===== src/rtl/lsu_mem_resp.sv =====
// lsu_mem_resp: MEM-stage load/store unit to a single-outstanding word memory.
// Takes one RV32I load/store from the pipeline and issues one word-wide memory
// request with byte enables and lane-replicated store data. Load data is
// extended into o_lsu_rdata. o_lsu_ready pulses for exactly one cycle when the
// access finishes, whether it completes, faults or times out.
//
// Build option: LSU_MISALIGN_TRAP_EN
//   defined   - a misaligned half or word access faults and no memory request is made.
//   undefined - the offending low address bits are forced to zero and the access is performed.
//
// Parameters:
//   TIMEOUT_CYC   REQ cycles without i_mem_ack before the access is abandoned (1..1023)
// Ports:
//   i_clk, i_rst          clock, asynchronous active-high reset
//   i_lsu_valid           access request, held by the pipeline until o_lsu_ready
//   i_lsu_wren            1 = store, 0 = load
//   i_lsu_addr            byte address
//   i_lsu_wdata           store data, right-justified
//   i_lsu_funct3          RV32I load/store funct3
//   o_lsu_ready           one-cycle completion pulse
//   o_lsu_rdata           extended load result (0 for stores and faults)
//   o_lsu_err             access fault, valid with o_lsu_ready
//   o_mem_req, o_mem_we   memory request and write strobe
//   o_mem_addr            word address
//   o_mem_be, o_mem_wdata byte enables and replicated store data
//   i_mem_ack             memory completion
//   i_mem_rdata           word read data, valid with i_mem_ack
module lsu_mem_resp #(
  parameter int unsigned TIMEOUT_CYC = 255
) (
  input  logic        i_clk,
  input  logic        i_rst,
  input  logic        i_lsu_valid,
  input  logic        i_lsu_wren,
  input  logic [31:0] i_lsu_addr,
  input  logic [31:0] i_lsu_wdata,
  input  logic [2:0]  i_lsu_funct3,
  output logic        o_lsu_ready,
  output logic [31:0] o_lsu_rdata,
  output logic        o_lsu_err,
  output logic        o_mem_req,
  output logic        o_mem_we,
  output logic [29:0] o_mem_addr,
  output logic [3:0]  o_mem_be,
  output logic [31:0] o_mem_wdata,
  input  logic        i_mem_ack,
  input  logic [31:0] i_mem_rdata
);

  localparam int unsigned CNT_W = 10;

  typedef enum logic [1:0] {
    ST_IDLE = 2'd0,
    ST_REQ  = 2'd1,
    ST_DONE = 2'd2
  } state_t;

  state_t state_q, state_n;

  logic [CNT_W-1:0] cnt_q, cnt_d;
  logic [2:0]       funct3_q, funct3_d;
  logic [1:0]       off_q, off_d;
  logic             wren_q, wren_d;

  logic        ready_d, err_d, req_d, we_d;
  logic [31:0] rdata_d, wdata_d;
  logic [29:0] addr_d;
  logic [3:0]  be_d;

  logic        req_fault;
  logic [1:0]  eff_off;
  logic [3:0]  be_c;
  logic [31:0] wdata_c;
  logic        timeout;

  // Extend the addressed lane of a read word according to the load funct3.
  function automatic logic [31:0] load_ext(input logic [2:0]  f3,
                                           input logic [1:0]  off,
                                           input logic [31:0] w);
    logic [31:0] lane;
    lane = w >> {off, 3'b000};
    case (f3)
      3'b000:  load_ext = {{24{lane[7]}}, lane[7:0]};
      3'b001:  load_ext = {{16{lane[15]}}, lane[15:0]};
      3'b100:  load_ext = {24'd0, lane[7:0]};
      3'b101:  load_ext = {16'd0, lane[15:0]};
      default: load_ext = w;
    endcase
  endfunction

  // Decode of the incoming request: legality, effective lane offset, enables, data.
  always_comb begin
    logic legal;
    legal = i_lsu_wren ? (i_lsu_funct3 inside {3'b000, 3'b001, 3'b010})
                       : (i_lsu_funct3 inside {3'b000, 3'b001, 3'b010, 3'b100, 3'b101});
`ifdef LSU_MISALIGN_TRAP_EN
    begin
      logic misaligned;
      misaligned = ((i_lsu_funct3[1:0] == 2'b01) && i_lsu_addr[0]) ||
                   ((i_lsu_funct3[1:0] == 2'b10) && (i_lsu_addr[1:0] != 2'b00));
      req_fault  = !legal || misaligned;
      eff_off    = i_lsu_addr[1:0];
    end
`else
    req_fault = !legal;
    // Misaligned halves/words are silently aligned down.
    case (i_lsu_funct3[1:0])
      2'b01:   eff_off = {i_lsu_addr[1], 1'b0};
      2'b10:   eff_off = 2'b00;
      default: eff_off = i_lsu_addr[1:0];
    endcase
`endif
    case (i_lsu_funct3[1:0])
      2'b00: begin
        be_c    = 4'b0001 << eff_off;
        wdata_c = {4{i_lsu_wdata[7:0]}};
      end
      2'b01: begin
        be_c    = 4'b0011 << {eff_off[1], 1'b0};
        wdata_c = {2{i_lsu_wdata[15:0]}};
      end
      default: begin
        be_c    = 4'b1111;
        wdata_c = i_lsu_wdata;
      end
    endcase
  end

  assign timeout = (cnt_q == CNT_W'(TIMEOUT_CYC - 1));

  // State register.
  always_ff @(posedge i_clk or posedge i_rst) begin
    if (i_rst) state_q <= ST_IDLE;
    else       state_q <= state_n;
  end

  // Next-state logic.
  always_comb begin
    state_n = state_q;
    case (state_q)
      ST_IDLE: if (i_lsu_valid) state_n = req_fault ? ST_DONE : ST_REQ;
      ST_REQ:  if (i_mem_ack || timeout) state_n = ST_DONE;
      ST_DONE: state_n = ST_IDLE;
      default: state_n = ST_IDLE;
    endcase
  end

  // Output / datapath next values; i_mem_ack only matters in REQ.
  always_comb begin
    ready_d  = 1'b0;
    err_d    = o_lsu_err;
    rdata_d  = o_lsu_rdata;
    req_d    = o_mem_req;
    we_d     = o_mem_we;
    addr_d   = o_mem_addr;
    be_d     = o_mem_be;
    wdata_d  = o_mem_wdata;
    cnt_d    = cnt_q;
    funct3_d = funct3_q;
    off_d    = off_q;
    wren_d   = wren_q;
    case (state_q)
      ST_IDLE: begin
        if (i_lsu_valid) begin
          if (req_fault) begin
            ready_d = 1'b1;
            err_d   = 1'b1;
            rdata_d = 32'd0;
          end else begin
            req_d    = 1'b1;
            we_d     = i_lsu_wren;
            addr_d   = i_lsu_addr[31:2];
            be_d     = be_c;
            wdata_d  = wdata_c;
            cnt_d    = '0;
            funct3_d = i_lsu_funct3;
            off_d    = eff_off;
            wren_d   = i_lsu_wren;
          end
        end
      end
      ST_REQ: begin
        if (i_mem_ack) begin
          req_d   = 1'b0;
          we_d    = 1'b0;
          ready_d = 1'b1;
          err_d   = 1'b0;
          rdata_d = wren_q ? 32'd0 : load_ext(funct3_q, off_q, i_mem_rdata);
        end else if (timeout) begin
          req_d   = 1'b0;
          we_d    = 1'b0;
          ready_d = 1'b1;
          err_d   = 1'b1;
          rdata_d = 32'd0;
        end else begin
          cnt_d = cnt_q + CNT_W'(1);
        end
      end
      default: ;
    endcase
  end

  // Registered outputs and captured request fields.
  always_ff @(posedge i_clk or posedge i_rst) begin
    if (i_rst) begin
      o_lsu_ready <= 1'b0;
      o_lsu_err   <= 1'b0;
      o_lsu_rdata <= 32'd0;
      o_mem_req   <= 1'b0;
      o_mem_we    <= 1'b0;
      o_mem_addr  <= 30'd0;
      o_mem_be    <= 4'd0;
      o_mem_wdata <= 32'd0;
      cnt_q       <= '0;
      funct3_q    <= 3'd0;
      off_q       <= 2'd0;
      wren_q      <= 1'b0;
    end else begin
      o_lsu_ready <= ready_d;
      o_lsu_err   <= err_d;
      o_lsu_rdata <= rdata_d;
      o_mem_req   <= req_d;
      o_mem_we    <= we_d;
      o_mem_addr  <= addr_d;
      o_mem_be    <= be_d;
      o_mem_wdata <= wdata_d;
      cnt_q       <= cnt_d;
      funct3_q    <= funct3_d;
      off_q       <= off_d;
      wren_q      <= wren_d;
    end
  end

endmodule

===== config.mk =====
export PLATFORM = sky130hd
export DESIGN_NAME = lsu_mem_resp
export DESIGN_NICKNAME = d
export VERILOG_FILES = /design/src/rtl/lsu_mem_resp.sv
export SDC_FILE = /design/constraint.sdc
export NUM_CORES = 1
export LEC_CHECK = 0
export ABC_CLOCK_PERIOD_IN_PS = 3650
export CAP_MARGIN = 20
export CORE_MARGIN = 3
export CORE_UTILIZATION = 41
export DETAILED_ROUTE_END_ITERATION = 10
export PLACE_DENSITY_LB_ADDON = 0.2
export SYNTH_ARGS = -nofsm -noshare
export SYNTH_HDL_FRONTEND = slang
export SYNTH_SLANG_ARGS = --single-unit
export TNS_END_PERCENT = 5

===== constraint.sdc =====
create_clock -name i_clk -period 3.65 [get_ports i_clk]
set_input_delay 0.5475 -clock i_clk [delete_from_list [all_inputs] [get_ports i_clk]]
set_output_delay 0.5475 -clock i_clk [all_outputs]
set_load 0.02 [all_outputs]

==> flow_results.xml, run 1 <==
<?xml version="1.0" encoding="UTF-8"?>
<metrics>
  <group name="power_and_ir_drop">
    <metric name="power_frac_seq" unit="">0.321</metric>
    <metric name="power_density_normalized_to_cell_area" unit="nW/µm²">799</metric>
    <metric name="fraction_of_power_spent_switching_nets" unit="">0.365</metric>
    <metric name="reported_net_switching_power" unit="µW">2510</metric>
    <metric name="vdd.ir_drop.worst" unit="mV">0.525</metric>
    <metric name="combPwrFrac" unit="">0.426</metric>
    <metric name="clock_power_share" unit="">0.254</metric>
    <metric name="internal-power" unit="µW">4370</metric>
    <metric name="static-leakage-power" unit="µW">0.00376</metric>
  </group>
  <group name="synthesis">
    <metric name="yosys.cell_types.count" unit="">54</metric>
    <metric name="yosysSeqAreaShare" unit="">0.519</metric>
    <metric name="ys_dominant_reg_cell" unit="">dfrtp_1</metric>
    <metric name="syn-mean-instance-area" unit="µm²">9.32</metric>
    <metric name="synth_async_sr_flop_share" unit="">1.00</metric>
    <metric name="synthCells" unit="">621</metric>
    <metric name="netlist_area" unit="µm²">5790</metric>
    <metric name="synth_enable_flop_cells" unit="">0</metric>
    <metric name="flop_and_latch_count_out_of_synthesis" unit="">120</metric>
    <metric name="synth.yosys.warnings" unit="">0</metric>
    <metric name="synth.net_count" unit="">731</metric>
  </group>
  <group name="clock_tree">
    <metric name="clock_slew_at_the_register_clock_pins_of_the_worst_setup_and_hold_paths" unit="ns">0.05</metric>
    <metric name="cts_hold_buf" unit="">0</metric>
    <metric name="cts_repair_resize_count" unit="">0</metric>
    <metric name="post_cts_buffers" unit="">0</metric>
    <metric name="clk-insertion-delay-late" unit="ns">0.41</metric>
    <metric name="cts_max_level" unit="">4</metric>
    <metric name="clock_tree_from_tritoncts" unit="">done</metric>
    <metric name="cts_made_buffers" unit="">17</metric>
    <metric name="sink_count" unit="">120</metric>
    <metric name="cts.path.max_buffers" unit="">2</metric>
    <metric name="ctsRootBufferMaster" unit="">clkbuf_16</metric>
  </group>
  <group name="global_route">
    <metric name="grt_start_max_net_pins" unit="">58</metric>
    <metric name="grt_pass1_vias" unit="">5391</metric>
    <metric name="initial_antenna_violation_count" unit="">0</metric>
    <metric name="grt_remaining_overflow" unit="">0</metric>
    <metric name="global_route_wire_length_before_repair" unit="µm">28800</metric>
    <metric name="total_grt_usage" unit="">0.229</metric>
  </group>
  <group name="die">
    <metric name="start_util" unit="">0.428</metric>
    <metric name="die_area" unit="µm²">15600</metric>
    <metric name="fp.dieW" unit="µm">125</metric>
    <metric name="core.rowCount" unit="">42</metric>
    <metric name="core_area" unit="µm²">13500</metric>
    <metric name="die_height" unit="µm">125</metric>
    <metric name="top_level_ports" unit="">206</metric>
  </group>
  <group name="min_path">
    <metric name="hold_path_end" unit="">wren_q</metric>
    <metric name="min-delay-path-class" unit="">reg2reg</metric>
    <metric name="min_delay_path_depth" unit="">2</metric>
    <metric name="worst_hold_startpoint" unit="">wren_q</metric>
  </group>
  <group name="sta">
    <metric name="fmax" unit="MHz">354</metric>
    <metric name="timing_worst_slew_pin_value" unit="ns">0.907</metric>
    <metric name="postLayoutSetupSlackWorst" unit="ns">0.822</metric>
    <metric name="timing.final.crit_share" unit="">0.775</metric>
    <metric name="rsz_0062_raised_after_global_routing" unit="">no</metric>
    <metric name="max-slew-margin-rel" unit="">0.390</metric>
    <metric name="fin_setup_tns" unit="ns">0</metric>
    <metric name="timing_hold_violations_final" unit="">0</metric>
    <metric name="fin_crit" unit="ns">2.83</metric>
    <metric name="clock-skew-final" unit="ns">0.0106</metric>
    <metric name="final_number_of_max_transition_violations" unit="">0</metric>
    <metric name="finalSetupViolCount" unit="">0</metric>
  </group>
  <group name="run">
    <metric name="maxCapViolations" unit="">0</metric>
  </group>
  <group name="cells_and_area">
    <metric name="net_count_of_the_finished_layout" unit="">926</metric>
    <metric name="final_common_cell" unit="">clkdlybuf4s50_1</metric>
    <metric name="layout-area-overhead-vs-synth" unit="%">48.9</metric>
    <metric name="layout.filler_cells" unit="">1084</metric>
    <metric name="layout_common_cells" unit="">205 x clkdlybuf4s50_1, 173 x nand2_1, 120 x dfrtp_1</metric>
    <metric name="layout-drive-gt1-share" unit="">0.0748</metric>
    <metric name="antenna-diode-count" unit="">0</metric>
  </group>
  <group name="run_status">
    <metric name="run_status" unit="">completed</metric>
  </group>
  <group name="critical_path">
    <metric name="cp-end-kind" unit="">flop</metric>
    <metric name="cp.required" unit="ns">3.94</metric>
    <metric name="critical_path_peak_fanout" unit="">34</metric>
    <metric name="r2r_setup_slk" unit="ns">1.15</metric>
    <metric name="worst-setup-path-type" unit="">in2reg</metric>
    <metric name="critical_path.reg2reg.startpoint" unit="">cnt_q[5]</metric>
    <metric name="timing.reg2reg.worst_path_depth" unit="">4</metric>
    <metric name="cp-start-kind" unit="">input pin</metric>
    <metric name="timing.critical_path.arrival" unit="ns">3.12</metric>
    <metric name="worstReg2RegEnd" unit="">o_lsu_rdata[20]</metric>
  </group>
  <group name="placed_design">
    <metric name="gp_congestion" unit="">0.868</metric>
    <metric name="placement.setup.worst_slack" unit="ns">0.421</metric>
    <metric name="portBuffers" unit="">205</metric>
    <metric name="dpl.hpwl" unit="µm">13100</metric>
  </group>
  <group name="detailed_routing">
    <metric name="drt_drc_violations_left" unit="">0</metric>
    <metric name="drt.antenna.violating_nets" unit="">0</metric>
    <metric name="finalWirelength" unit="µm">17800</metric>
    <metric name="post_drt_wl_per_cell" unit="µm">17.7</metric>
    <metric name="violation_count_after_the_first_detailed_route_iteration" unit="">432</metric>
    <metric name="firstDrtPassIters" unit="">5</metric>
    <metric name="vias" unit="">5353</metric>
    <metric name="detail_route.vias_per_cell" unit="">5.33</metric>
  </group>
</metrics>
per-layer routing:
layer | global-route usage | vias to the layer above | routed length [µm]
met2 | 0.371 | 225 | 8600
met3 | 0.0896 | 29 | 1620
met5 | 0 | - | 0
li1 | - | 2543 | -
met4 | 0.0877 | 0 | 435
met1 | 0.277 | 2556 | 7120
metrics by stage:
step	util	area [µm²]	power [µW]	std cells	hold WS (ns)
floorplan	-	5790	3720	621	0.438
global placement	0.590	7970	5060	972	0.454
detailed placement	0.590	7970	5120	972	0.456
CTS	0.636	8590	6900	1004	0.469
global route	0.638	8620	7280	1005	0.493
finish	0.638	8620	6880	1005	0.468
critical path: stages:
cell and delay [ns]:
clkdlybuf4s50_1 0.50, inv_1 0.09, ha_1 0.38, or4_4 0.62, o211ai_1 0.20, nand3_4 0.39, a22o_1 0.38
power by group through the flow:
stage | Sequential [µW] | Combinational, µW | Clock [µW]
finish | 2210 | 2930 | 1740
global placement | 2230 | 2830 | 0
global route | 2280 | 3160 | 1840
detailed placement | 2260 | 2860 | 0
floorplan | 2700 | 1030 | 0
CTS | 2250 | 2890 | 1760
cell type report:
class / instances / area, µm² / area share
clock buffers: 25 / 505 / 0.0587
clock inverters: 7 / 114 / 0.0132
inverters: 17 / 67.6 / 0.00784
multi-input cells: 444 / 2530 / 0.293
flip-flops and latches: 120 / 3000 / 0.349
well taps: 176 / 220 / 0.0256
repair buffers: 216 / 2180 / 0.253
worst max path at each step:
stage / cells after the start / to / start
final: 7 / o_lsu_rdata[20] / i_lsu_funct3[1]
after global routing: 7 / o_lsu_rdata[0] / i_lsu_funct3[1]
after CTS: 7 / o_lsu_rdata[25] / i_lsu_funct3[1]
after detailed placement: 7 / o_lsu_rdata[25] / i_lsu_funct3[1]
after global placement: 7 / o_lsu_rdata[20] / i_lsu_funct3[1]
after floorplan: 8 / o_lsu_rdata[25] / i_lsu_funct3[1]
sequential cells by signal (all words and copies together), names as in the netlist, 2 cells and up:
signal	cells
o_lsu_rdata	32
cnt_q	10
o_mem_be	4
o_mem_addr	30
off_q	2
funct3_q	3
o_mem_wdata	32
state_q	2
kinds of logic after synthesis:
family,after synthesis,synth area share
simple gates,270,0.202
fa+ha+maj,6,0.0130
mux,12,0.0266
buf+inv,57,0.0458
compound gates,156,0.194
flops,120,0.519
cell usage after synthesis (6+ instances only):
| master | n | area [µm²] |
|---|---|---|
| o21ai_0 | 59 | 295 |
| mux2_2 | 7 | 78.8 |
| a22o_1 | 20 | 175 |
| nand2b_1 | 12 | 75.1 |
| o31ai_1 | 6 | 45.0 |
| a32o_1 | 8 | 80.1 |
| nand2_1 | 173 | 649 |
| a221oi_1 | 16 | 140 |
| a21oi_1 | 7 | 35.0 |
| nand3_1 | 6 | 30.0 |
| nor2_1 | 47 | 176 |
| dfrtp_1 | 120 | 3000 |
| buf_2 | 7 | 35.0 |
| nor2b_1 | 14 | 87.6 |
| ha_1 | 6 | 75.1 |
| clkbuf_1 | 26 | 97.6 |
| inv_1 | 17 | 63.8 |
No activity file was read; power rests on OpenSTA's default activity.
==> run 2, diff against run 1 <==
--- a/config.mk
+++ b/config.mk
@@ -5,7 +5,7 @@
 export SDC_FILE = /design/constraint.sdc
 export NUM_CORES = 1
 export LEC_CHECK = 0
-export ABC_CLOCK_PERIOD_IN_PS = 3650
+export ABC_CLOCK_PERIOD_IN_PS = 2400
 export CAP_MARGIN = 20
 export CORE_MARGIN = 3
 export CORE_UTILIZATION = 41
==> constraint.sdc (replaced) <==
create_clock -name i_clk -period 2.4 [get_ports i_clk]
set_input_delay 0.36 -clock i_clk [delete_from_list [all_inputs] [get_ports i_clk]]
set_output_delay 0.36 -clock i_clk [all_outputs]
set_load 0.02 [all_outputs]
==> flow_results.xml, run 2 (synthesized netlist as in run 1, its figures left out) <==
<?xml version="1.0" encoding="UTF-8"?>
<metrics>
  <group name="placed_design">
    <metric name="placed_cell_area" unit="µm²">8220</metric>
    <metric name="portBuffers" unit="">205</metric>
    <metric name="dpl.hpwl" unit="µm">13200</metric>
    <metric name="placement.setup.worst_slack" unit="ns">-0.236</metric>
    <metric name="count_of_placed_standard_cells_including_taps" unit="">995</metric>
    <metric name="gp_congestion" unit="">0.895</metric>
  </group>
  <group name="detailed_routing">
    <metric name="drt_drc_violations_left" unit="">0</metric>
    <metric name="vias" unit="">5442</metric>
    <metric name="post_drt_wl_per_cell" unit="µm">17.2</metric>
    <metric name="finalWirelength" unit="µm">17600</metric>
    <metric name="drt.antenna.violating_nets" unit="">0</metric>
    <metric name="violation_count_after_the_first_detailed_route_iteration" unit="">473</metric>
    <metric name="firstDrtPassIters" unit="">5</metric>
    <metric name="detail_route.vias_per_cell" unit="">5.31</metric>
  </group>
  <group name="critical_path">
    <metric name="timing.critical_path.arrival" unit="ns">2.51</metric>
    <metric name="critical_path.reg2reg.startpoint" unit="">cnt_q[4]</metric>
    <metric name="r2r_setup_slk" unit="ns">0.19</metric>
    <metric name="timing.reg2reg.worst_path_depth" unit="">5</metric>
    <metric name="critical_path_peak_fanout" unit="">34</metric>
    <metric name="cp.required" unit="ns">2.70</metric>
    <metric name="worstReg2RegEnd" unit="">o_lsu_rdata[16]</metric>
    <metric name="worst-setup-path-type" unit="">reg2reg</metric>
    <metric name="cp-end-kind" unit="">flop</metric>
    <metric name="cp-start-kind" unit="">flop</metric>
  </group>
  <group name="clock_tree">
    <metric name="cts.path.max_buffers" unit="">2</metric>
    <metric name="cts_repair_resize_count" unit="">0</metric>
    <metric name="sink_count" unit="">120</metric>
    <metric name="cts_max_level" unit="">4</metric>
    <metric name="post_cts_buffers" unit="">0</metric>
    <metric name="ctsRootBufferMaster" unit="">clkbuf_16</metric>
    <metric name="clock_slew_at_the_register_clock_pins_of_the_worst_setup_and_hold_paths" unit="ns">0.05</metric>
    <metric name="cts_made_buffers" unit="">17</metric>
    <metric name="cts_hold_buf" unit="">0</metric>
    <metric name="clock_tree_from_tritoncts" unit="">done</metric>
    <metric name="clk-insertion-delay-late" unit="ns">0.41</metric>
  </group>
  <group name="cells_and_area">
    <metric name="fin_area" unit="µm²">8750</metric>
    <metric name="registers_with_the_most_flip_flops" unit="">o_lsu_rdata: 32 flops, o_mem_wdata: 32 flops, o_mem_addr: 30 flops</metric>
    <metric name="finalNonFillerCells" unit="">1025</metric>
    <metric name="net_count_of_the_finished_layout" unit="">948</metric>
    <metric name="layout-area-overhead-vs-synth" unit="%">51.2</metric>
    <metric name="layout-drive-gt1-share" unit="">0.0932</metric>
    <metric name="final_common_cell" unit="">clkdlybuf4s50_1</metric>
    <metric name="layout_common_cells" unit="">205 x clkdlybuf4s50_1, 173 x nand2_1, 120 x dfrtp_1</metric>
  </group>
  <group name="sta">
    <metric name="postLayoutSetupSlackWorst" unit="ns">0.188</metric>
    <metric name="final_number_of_max_transition_violations" unit="">0</metric>
    <metric name="rsz_0062_raised_after_global_routing" unit="">no</metric>
    <metric name="fin_crit" unit="ns">2.21</metric>
    <metric name="fmax" unit="MHz">452</metric>
    <metric name="fin_setup_tns" unit="ns">0</metric>
    <metric name="clock-skew-final" unit="ns">0.00630</metric>
    <metric name="max-slew-margin-rel" unit="">0.446</metric>
    <metric name="fin_worst_hold_slack" unit="ns">0.316</metric>
    <metric name="finalSetupViolCount" unit="">0</metric>
    <metric name="timing_worst_slew_pin_value" unit="ns">0.828</metric>
    <metric name="timing.final.crit_share" unit="">0.922</metric>
    <metric name="timing_hold_violations_final" unit="">0</metric>
  </group>
  <group name="die">
    <metric name="die_height" unit="µm">125</metric>
    <metric name="top_level_ports" unit="">206</metric>
    <metric name="fp.dieW" unit="µm">125</metric>
    <metric name="start_util" unit="">0.428</metric>
    <metric name="core.rowCount" unit="">42</metric>
    <metric name="die_area" unit="µm²">15600</metric>
    <metric name="core_area" unit="µm²">13500</metric>
  </group>
  <group name="global_route">
    <metric name="grt_remaining_overflow" unit="">0</metric>
    <metric name="grt_start_max_net_pins" unit="">45</metric>
    <metric name="global_route_wire_length_before_repair" unit="µm">28800</metric>
    <metric name="initial_antenna_violation_count" unit="">1</metric>
    <metric name="total_grt_usage" unit="">0.230</metric>
    <metric name="grt_pass1_vias" unit="">5544</metric>
  </group>
  <group name="power_and_ir_drop">
    <metric name="vdd.ir_drop.worst" unit="mV">0.670</metric>
    <metric name="static-leakage-power" unit="µW">0.00385</metric>
    <metric name="power_density_normalized_to_cell_area" unit="nW/µm²">1170</metric>
  </group>
  <group name="run_status">
    <metric name="run_status" unit="">completed</metric>
  </group>
  <group name="run">
    <metric name="maxCapViolations" unit="">0</metric>
  </group>
  <group name="min_path">
    <metric name="min-delay-path-class" unit="">in2async</metric>
  </group>
</metrics>
run 2: how the worst max path moves through the flow:
stage / cells after the start / from / slack, ns / end
floorplan: 8 / i_lsu_funct3[1] / 0.33 / o_lsu_rdata[25]
global placement: 8 / i_lsu_funct3[0] / -0.15 / o_lsu_rdata[20]
detailed placement: 8 / i_lsu_funct3[0] / -0.24 / o_lsu_rdata[29]
CTS: 8 / i_lsu_funct3[0] / 0.19 / o_lsu_rdata[24]
global route: 5 / cnt_q[4] / 0.06 / o_lsu_rdata[16]
finish: 5 / cnt_q[4] / 0.19 / o_lsu_rdata[16]
run 2: stage by stage:
| step | util | total power, µW |
|---|---|---|
| finish | 0.648 | 10200 |
| global route | 0.648 | 10800 |
| CTS | 0.648 | 10300 |
| detailed placement | 0.608 | 7920 |
| global placement | 0.608 | 7830 |
| floorplan | - | 5660 |
run 2: layout make-up:
class / instances / area [µm²]
antenna: 1 / 2.50
clock buffer: 25 / 485
clock inverter: 4 / 45.0
fill: 1093 / 4760
inverter: 17 / 67.6
multi-input combinational: 444 / 2530
sequential: 120 / 3000
tap: 176 / 220
timing repair buffer: 238 / 2400
run 2: power by group:
group          switching, µW  internal (µW)
clock network            844           1480
logic                   2400           2160
registers                542           2790
run 2: critical path, stage by stage, from the launching register on:
cell	delay [ns]
dfrtp_1	0.43
nand4_2	0.22
o41ai_4	0.84
nand3_4	0.14
buf_12	0.21
a22o_1	0.24
run 2: layer usage:
layer  GRT usage  vias to the layer above  part of all wire
met5           0                        -                 0
met4      0.0883                        0             0.029
met3       0.100                       37             0.094
met1       0.273                     2584              0.40
li1            -                     2593                 -
met2       0.369                      228              0.47
==> run 3, diff against run 2 <==
--- a/config.mk
+++ b/config.mk
@@ -10,6 +10,7 @@
 export CORE_MARGIN = 3
 export CORE_UTILIZATION = 41
 export DETAILED_ROUTE_END_ITERATION = 10
+export HOLD_SLACK_MARGIN = 0.05
 export PLACE_DENSITY_LB_ADDON = 0.2
 export SYNTH_ARGS = -nofsm -noshare
 export SYNTH_HDL_FRONTEND = slang
==> results of run 3 <==
No change in the layout: final DEF, timing and power equal those of run 2.
